--- config.mk ---
export PLATFORM = sky130hd
export DESIGN_NAME = fcl_sum_sq_flat
export DESIGN_NICKNAME = d
export VERILOG_FILES = /design/src/rtl/fcl_sum_sq_if.sv /design/src/rtl/fcl_sum_sq.sv /design/src/flat_wrapper.sv
export SDC_FILE = /design/constraint.sdc
export NUM_CORES = 1
export LEC_CHECK = 0
export CAP_MARGIN = 20
export CORE_MARGIN = 3
export CORE_UTILIZATION = 50
export CTS_BUF_LIST = sky130_fd_sc_hd__clkbuf_8
export DETAILED_ROUTE_END_ITERATION = 10
export GPL_ROUTABILITY_DRIVEN = 0
export PLACE_DENSITY = 0.79
export SLEW_MARGIN = 15
export SYNTH_ARGS = -nofsm -noshare
export SYNTH_HDL_FRONTEND = slang
export SYNTH_SLANG_ARGS = --single-unit
--- constraint.sdc ---
create_clock -name clk_in -period 2.5 [get_ports clk_in]
set_input_delay 0.75 -clock clk_in [delete_from_list [all_inputs] [get_ports clk_in]]
set_output_delay 0.75 -clock clk_in [all_outputs]
set_load 0.01 [all_outputs]
--- src/rtl/fcl_sum_sq_if.sv ---
// ---------------------------------------------------------------------------
// fcl_sum_sq_if
// Request/result bundle between a requester, the sum-of-squares stage and
// the downstream square-root stage.
//
// Signals:
//   start_in  : request strobe; operands are captured when the stage is ready
//   x_in      : signed X operand (DATA_WIDTH_IN bits)
//   y_in      : signed Y operand (DATA_WIDTH_IN bits)
//   done_in   : done strobe returned by the square-root stage
//   ready_out : stage is idle and will accept a request
//   start_out : one-cycle strobe telling the square-root stage data_out is valid
//   data_out  : unsigned x^2 + y^2 (DATA_WIDTH_OUT bits)
//
// Modports:
//   slave  : the sum-of-squares stage itself
//   master : whoever drives requests and consumes results
// ---------------------------------------------------------------------------
interface fcl_sum_sq_if #(
  parameter int DATA_WIDTH_IN  = 16,
  parameter int DATA_WIDTH_OUT = 2 * DATA_WIDTH_IN
);

  logic                             start_in;
  logic signed [DATA_WIDTH_IN-1:0]  x_in;
  logic signed [DATA_WIDTH_IN-1:0]  y_in;
  logic                             done_in;
  logic                             ready_out;
  logic                             start_out;
  logic        [DATA_WIDTH_OUT-1:0] data_out;

  modport slave (
    input  start_in,
    input  x_in,
    input  y_in,
    input  done_in,
    output ready_out,
    output start_out,
    output data_out
  );

  modport master (
    output start_in,
    output x_in,
    output y_in,
    output done_in,
    input  ready_out,
    input  start_out,
    input  data_out
  );

endinterface

--- src/rtl/fcl_sum_sq.sv ---
// ---------------------------------------------------------------------------
// fcl_sum_sq
// Computes x^2 + y^2 for two signed operands using a single bit-serial
// shift-add multiplier, then hands the result to a downstream square-root
// stage with a one-cycle start strobe.
//
// Sequence: IDLE -> SQ_X (DATA_WIDTH_IN cycles) -> SQ_Y (DATA_WIDTH_IN
// cycles) -> ISSUE (start_out for one cycle) -> WAIT (until done_in) -> IDLE.
// With WAIT_DONE = 0 the stage returns straight from ISSUE to IDLE.
//
// Ports:
//   clk_in   : system clock
//   reset_in : synchronous active-high reset
//   bus      : fcl_sum_sq_if slave modport (start_in, x_in, y_in, done_in,
//              ready_out, start_out, data_out)
//
// Parameters:
//   DATA_WIDTH_IN  : operand width in bits (4 or more)
//   DATA_WIDTH_OUT : result width, always 2 * DATA_WIDTH_IN
//   WAIT_DONE      : 1 = hold in WAIT until done_in, 0 = do not wait
// ---------------------------------------------------------------------------
module fcl_sum_sq #(
  parameter int DATA_WIDTH_IN  = 16,
  parameter int DATA_WIDTH_OUT = 2 * DATA_WIDTH_IN,
  parameter int WAIT_DONE      = 1
) (
  input  logic         clk_in,
  input  logic         reset_in,
  fcl_sum_sq_if.slave  bus
);

  localparam int CNT_W = $clog2(DATA_WIDTH_IN);
  localparam logic [CNT_W-1:0] CNT_LAST = CNT_W'(DATA_WIDTH_IN - 1);

  typedef enum logic [2:0] {
    IDLE  = 3'd0,
    SQ_X  = 3'd1,
    SQ_Y  = 3'd2,
    ISSUE = 3'd3,
    WAIT  = 3'd4
  } state_t;

  state_t state;
  state_t next_state;

  // Multiplier datapath: mplier shifts right so bit 0 is always the current
  // multiplier bit (LSB first); mcand shifts left so it always carries the
  // matching partial-product weight. Both start out holding the same
  // magnitude because we are squaring.
  logic [DATA_WIDTH_IN-1:0]  mplier;
  logic [DATA_WIDTH_OUT-1:0] mcand;
  logic [DATA_WIDTH_IN-1:0]  mag_y;
  logic [DATA_WIDTH_OUT-1:0] acc;
  logic [CNT_W-1:0]          cnt;

  // Two's-complement magnitude kept in the full operand width, so the most
  // negative value maps to 2^(W-1) without saturating.
  function automatic logic [DATA_WIDTH_IN-1:0] abs_mag(
    input logic [DATA_WIDTH_IN-1:0] v
  );
    logic [DATA_WIDTH_IN-1:0] r;
    r = v[DATA_WIDTH_IN-1] ? ((~v) + DATA_WIDTH_IN'(1)) : v;
    return r;
  endfunction

  // State register: reset wins over every other input.
  always_ff @(posedge clk_in) begin
    if (reset_in) begin
      state <= IDLE;
    end else begin
      state <= next_state;
    end
  end

  // Next-state logic. The counter reaching zero marks the last multiplier
  // bit of the current square. done_in only matters while in WAIT, so a done
  // strobe coinciding with start_out is deliberately dropped.
  always_comb begin
    next_state = state;
    case (state)
      IDLE: begin
        if (bus.start_in) begin
          next_state = SQ_X;
        end
      end
      SQ_X: begin
        if (cnt == '0) begin
          next_state = SQ_Y;
        end
      end
      SQ_Y: begin
        if (cnt == '0) begin
          next_state = ISSUE;
        end
      end
      ISSUE: begin
        next_state = (WAIT_DONE != 0) ? WAIT : IDLE;
      end
      WAIT: begin
        if (bus.done_in) begin
          next_state = IDLE;
        end
      end
      default: begin
        next_state = IDLE;
      end
    endcase
  end

  // Moore outputs: ready only in IDLE, start strobe only in ISSUE. Since
  // ISSUE always lasts exactly one cycle the strobe is one cycle wide.
  always_comb begin
    bus.ready_out = 1'b0;
    bus.start_out = 1'b0;
    case (state)
      IDLE:    bus.ready_out = 1'b1;
      ISSUE:   bus.start_out = 1'b1;
      default: begin
      end
    endcase
  end

  // Datapath. On accept, X's magnitude goes straight into the multiplier
  // registers and Y's magnitude is parked in mag_y. Each SQ cycle adds the
  // weighted multiplicand when the current multiplier bit is set. On the last
  // bit of X the registers are reloaded from mag_y so SQ_Y simply continues
  // accumulating on top of x^2. The accumulator is the output register, so
  // it holds the finished sum through ISSUE, WAIT and IDLE until the next
  // accept clears it.
  always_ff @(posedge clk_in) begin
    if (reset_in) begin
      acc    <= '0;
      mcand  <= '0;
      mplier <= '0;
      mag_y  <= '0;
      cnt    <= '0;
    end else begin
      case (state)
        IDLE: begin
          if (bus.start_in) begin
            mplier <= abs_mag(bus.x_in);
            mcand  <= DATA_WIDTH_OUT'(abs_mag(bus.x_in));
            mag_y  <= abs_mag(bus.y_in);
            acc    <= '0;
            cnt    <= CNT_LAST;
          end
        end
        SQ_X, SQ_Y: begin
          if (mplier[0]) begin
            acc <= acc + mcand;
          end
          if (cnt == '0) begin
            cnt    <= CNT_LAST;
            mcand  <= DATA_WIDTH_OUT'(mag_y);
            mplier <= mag_y;
          end else begin
            cnt    <= cnt - CNT_W'(1);
            mcand  <= mcand << 1;
            mplier <= mplier >> 1;
          end
        end
        default: begin
        end
      endcase
    end
  end

  // The maximum sum 2^(2W-1) fits in DATA_WIDTH_OUT bits, so the
  // accumulator needs no overflow handling.
  assign bus.data_out = acc;

endmodule

--- src/flat_wrapper.sv ---
// flat-port wrapper written by rule: the top's interface ports become plain ports
module fcl_sum_sq_flat 
#(
  parameter int DATA_WIDTH_IN  = 16,
  parameter int DATA_WIDTH_OUT = 2 * DATA_WIDTH_IN,
  parameter int WAIT_DONE      = 1
)
  (clk_in, reset_in, bus_start_in, bus_x_in, bus_y_in, bus_done_in, bus_ready_out, bus_start_out, bus_data_out);
  fcl_sum_sq_if #(.DATA_WIDTH_IN(DATA_WIDTH_IN), .DATA_WIDTH_OUT(DATA_WIDTH_OUT)) bus_i ();
  input  logic clk_in;
  input  logic reset_in;
  input wire logic [$bits(bus_i.start_in)-1:0] bus_start_in;
  input wire logic [$bits(bus_i.x_in)-1:0] bus_x_in;
  input wire logic [$bits(bus_i.y_in)-1:0] bus_y_in;
  input wire logic [$bits(bus_i.done_in)-1:0] bus_done_in;
  output wire logic [$bits(bus_i.ready_out)-1:0] bus_ready_out;
  output wire logic [$bits(bus_i.start_out)-1:0] bus_start_out;
  output wire logic [$bits(bus_i.data_out)-1:0] bus_data_out;
  assign bus_i.start_in = bus_start_in;
  assign bus_i.x_in = bus_x_in;
  assign bus_i.y_in = bus_y_in;
  assign bus_i.done_in = bus_done_in;
  assign bus_ready_out = bus_i.ready_out;
  assign bus_start_out = bus_i.start_out;
  assign bus_data_out = bus_i.data_out;
  fcl_sum_sq #(.DATA_WIDTH_IN(DATA_WIDTH_IN), .DATA_WIDTH_OUT(DATA_WIDTH_OUT), .WAIT_DONE(WAIT_DONE)) u_core (.clk_in(clk_in), .reset_in(reset_in), .bus(bus_i));
endmodule
==> results.md <==
* Outcome: finished with violations
* Failing checks: negative setup slack
* Relative slew slack at 62.1%
* Initial antenna violation count at 0
* Die area at 13600 µm²
* Most frequent cells in the layout: 111 x buf_4, 89 x dfxtp_1, 88 x nor2_1
* Share of cells above drive strength 1 at 23.7%
* Maximum VDD drop at ~0.36 mV
* R2r startpoint: u_core.mcand[4]$_SDFFE_PP0P_
* CP Capture Type: flip-flop
* Commonest non-fill, non-tap cell in the layout: buf_4
* Async SR Flop Fraction at 0%
* Post-synthesis register bit count at 103
* Area after DPL at 7580 µm²
* Reg clk slew, reported paths at 100 ps
* GRT Total Usage at 25.5%
* Worst Slack Setup Final at -153 ps
* Final TNS setup at -333 ps
* Via count at roughly 6300
* Min cycle time layout at roughly 2700 ps
* Worst setup SP type: primary input
* Hold path depth at 2
* Startpoint of the worst hold path: u_core.mplier[9]$_SDFFE_PP0P_
* Wire length per cell at 16.9 µm
* RSZ-0062 raised after global routing: yes
* Clk_lat worst skew at between 300 and 400 ps
* Port bufs at 69
* First-pass GRT wire length at about 28 mm
* CTS Hold Buffers Added at 0
* Worst slew pin tran at ~570 ps
* Most used DFF post-synth: dfxtp_1
* DP HPWL at ~12 mm
* Required time of the critical path at 2750 ps
* Finish-stage setup viols at 4
* Sequential area share after synthesis at between 30% and 40%
* Synthesized area at between 6000 and 7000 µm²
* Core Area at roughly 12000 µm²
* CP Data Arrival Time at 2910 ps
* Post-route ant nets at 0
* Max_cap viols at 0
* Yosys synthesis warning count at 0
* Gr ovfl total at 0
* Clock root cell: clkbuf_8
* Syn nets at roughly 820
* Drt first pass iters at 6
* Power Density at about 620 nW/µm²
* Max Buffers Root-to-Sink at 2
* R2R depth at 11
* Starting Density at a little over half
* R2R Path End: u_core.bus.data_out[26]$_SDFFE_PP0P_
* Final instance area at 8210 µm²
* CTS tree: built
* Final nets at 972
* I/O pin cnt at 70
* Final period utilization at 106%
* WL met3 at 973 µm
* Synth Instances at 750
* P&R area growth vs syn at 34.3%
* CP max FO at 4
* DR vias/cell at 6.04
* Post-synth EDFFs at 0
* # rows at 39
* Fin. max-slew vios at 0
* Unique masters post-synth at 64
* CTS buffer count at 9
* Fin. Hold Viols at 0
* Critical path class: primary input to flip-flop
* Met2 WL at 8.46 mm
* H-Tree Depth at 3
* Largest net degree at the start of global routing at 47
* Uppermost layer routed: met4
* DRT Wirelength at 17.8 mm
* DRT iter0 DRCs at 592
* Die Ht at 117 µm
* Reg2reg setup slack at 30 ps
* Vias in the first global route at 5995
* Chip Width at 117 µm
* Max Freq at 377 MHz
* Metal1 wirelength at ~7.8 mm
* Clock sinks at 103
* Hold path endpoint: u_core.mplier[8]$_SDFFE_PP0P_
* Syn_area_per_cell at 8.15 µm²
* Hold Path Class: flip-flop to flip-flop
* Antenna cells at 0
* Remaining DRCs at 0
* Leakage at roughly 3.3 nW
* Final Skew at 14.7 ps
critical path, cell delays in order:
cell,delay [ps]
buf_6,90
or4_4,560
or4_4,520
buf_6,140
o31ai_4,250
xnor2_2,110
a221oi_2,350
a211oi_1,140
flip-flops by register name, indices dropped and copies added, names as in the netlist:
register	flops
u_core.state	3
u_core.mplier	16
u_core.mag_y	16
u_core.cnt	4
u_core.bus.data_out	32
u_core.mcand	32
per-stage QoR:
step	cells	utilization (%)	hold slack [ps]	setup WS (ps)	power (mW)
after global placement	1016	65.0	450	-624	3.80
after floorplan	750	-	433	-98.1	3.18
after CTS	1042	67.9	466	7.47	4.98
after global routing	1049	70.4	486	-209	5.35
final	1049	70.4	466	-153	5.08
after detailed placement	1016	65.0	456	-692	3.88
worst max path at each step:
stage	startpoint	end	cells past startpoint
2_1_floorplan	bus_x_in[5]	u_core.mplier[12]$_SDFFE_PP0P_	7
3_5_place_dp	bus_x_in[5]	u_core.mplier[12]$_SDFFE_PP0P_	8
6_report	bus_x_in[4]	u_core.mplier[14]$_SDFFE_PP0P_	8
5_1_grt	bus_x_in[5]	u_core.mplier[14]$_SDFFE_PP0P_	8
4_1_cts	u_core.mcand[1]$_SDFFE_PP0P_	u_core.bus.data_out[31]$_SDFFE_PP0P_	10
3_3_place_gp	bus_x_in[5]	u_core.mplier[12]$_SDFFE_PP0P_	8
synth_stat cells (3+ instances only):
cell type | number | share of area [%]
dfxtp_1 | 103 | 34
nor2_1 | 90 | 5.5
nand2_1 | 80 | 4.9
a21oi_1 | 57 | 4.7
a211oi_1 | 34 | 4.2
ha_1 | 34 | 7.0
clkbuf_1 | 33 | 2.0
o21ai_0 | 32 | 2.6
a22oi_1 | 28 | 3.4
xnor2_1 | 25 | 3.6
xor2_1 | 21 | 3.0
nor3_1 | 19 | 1.6
a21o_1 | 15 | 1.8
inv_1 | 15 | 0.92
o31ai_1 | 10 | 1.2
nand3_1 | 9 | 0.74
buf_2 | 8 | 0.66
nor2b_1 | 8 | 0.82
a221oi_1 | 7 | 1.0
mux2i_1 | 7 | 1.1
nand2b_1 | 7 | 0.72
o21ai_1 | 7 | 0.57
nand4_1 | 6 | 0.61
o21a_1 | 6 | 0.74
a221oi_2 | 5 | 1.2
a31oi_1 | 5 | 0.51
and3_1 | 5 | 0.51
o21bai_1 | 5 | 0.61
or3_1 | 5 | 0.51
or4_1 | 5 | 0.61
a311oi_1 | 4 | 0.57
nand4b_1 | 4 | 0.57
a22o_1 | 3 | 0.43
and2_1 | 3 | 0.31
buf_1 | 3 | 0.18
or4_4 | 3 | 0.55
power breakdown:
part | total (mW) | switching, mW | internal, mW | leakage [nW]
Combinational | 1.89 | 1.07 | 0.819 | 2.36
Clock | 1.12 | 0.602 | 0.517 | 0.105
Sequential | 2.07 | 0.194 | 1.87 | 0.850
per-layer routing:
metal	vias up	track usage, %
li1	3054	-
met2	231	42.1
met4	0	10.6
met5	-	0
met1	2998	33.6
met3	53	3.32
cell type report:
type / instances / area, µm²
clock buffer: 11 / 151
clock inverter: 5 / 56.3
fill: 856 / 3460
inverter: 15 / 56.3
multi-input combinational: 588 / 4090
sequential: 103 / 2080
tap: 143 / 179
timing repair buffer: 184 / 1590
kinds of logic after synthesis:
logic type | after synthesis | share of synthesized area [%]
and+or+nand+nor | 255 | 19.3
AOI/OAI and AO/OA | 243 | 27.7
DFF | 103 | 33.7
buffers and inverters | 59 | 3.79
xor gates and xnor gates | 46 | 6.59
adders and majority gates | 35 | 7.29
muxes | 9 | 1.52
what timing repair did:
item	4_1_cts	5_1_grt
cloned	0	0
buffers inserted	11	7
resized for setup	33	60
pin swaps	18	31
endpoints found under the hold margin	0	0
endpoints found under the setup margin	25	26
No activity file was read; power rests on OpenSTA's default activity.
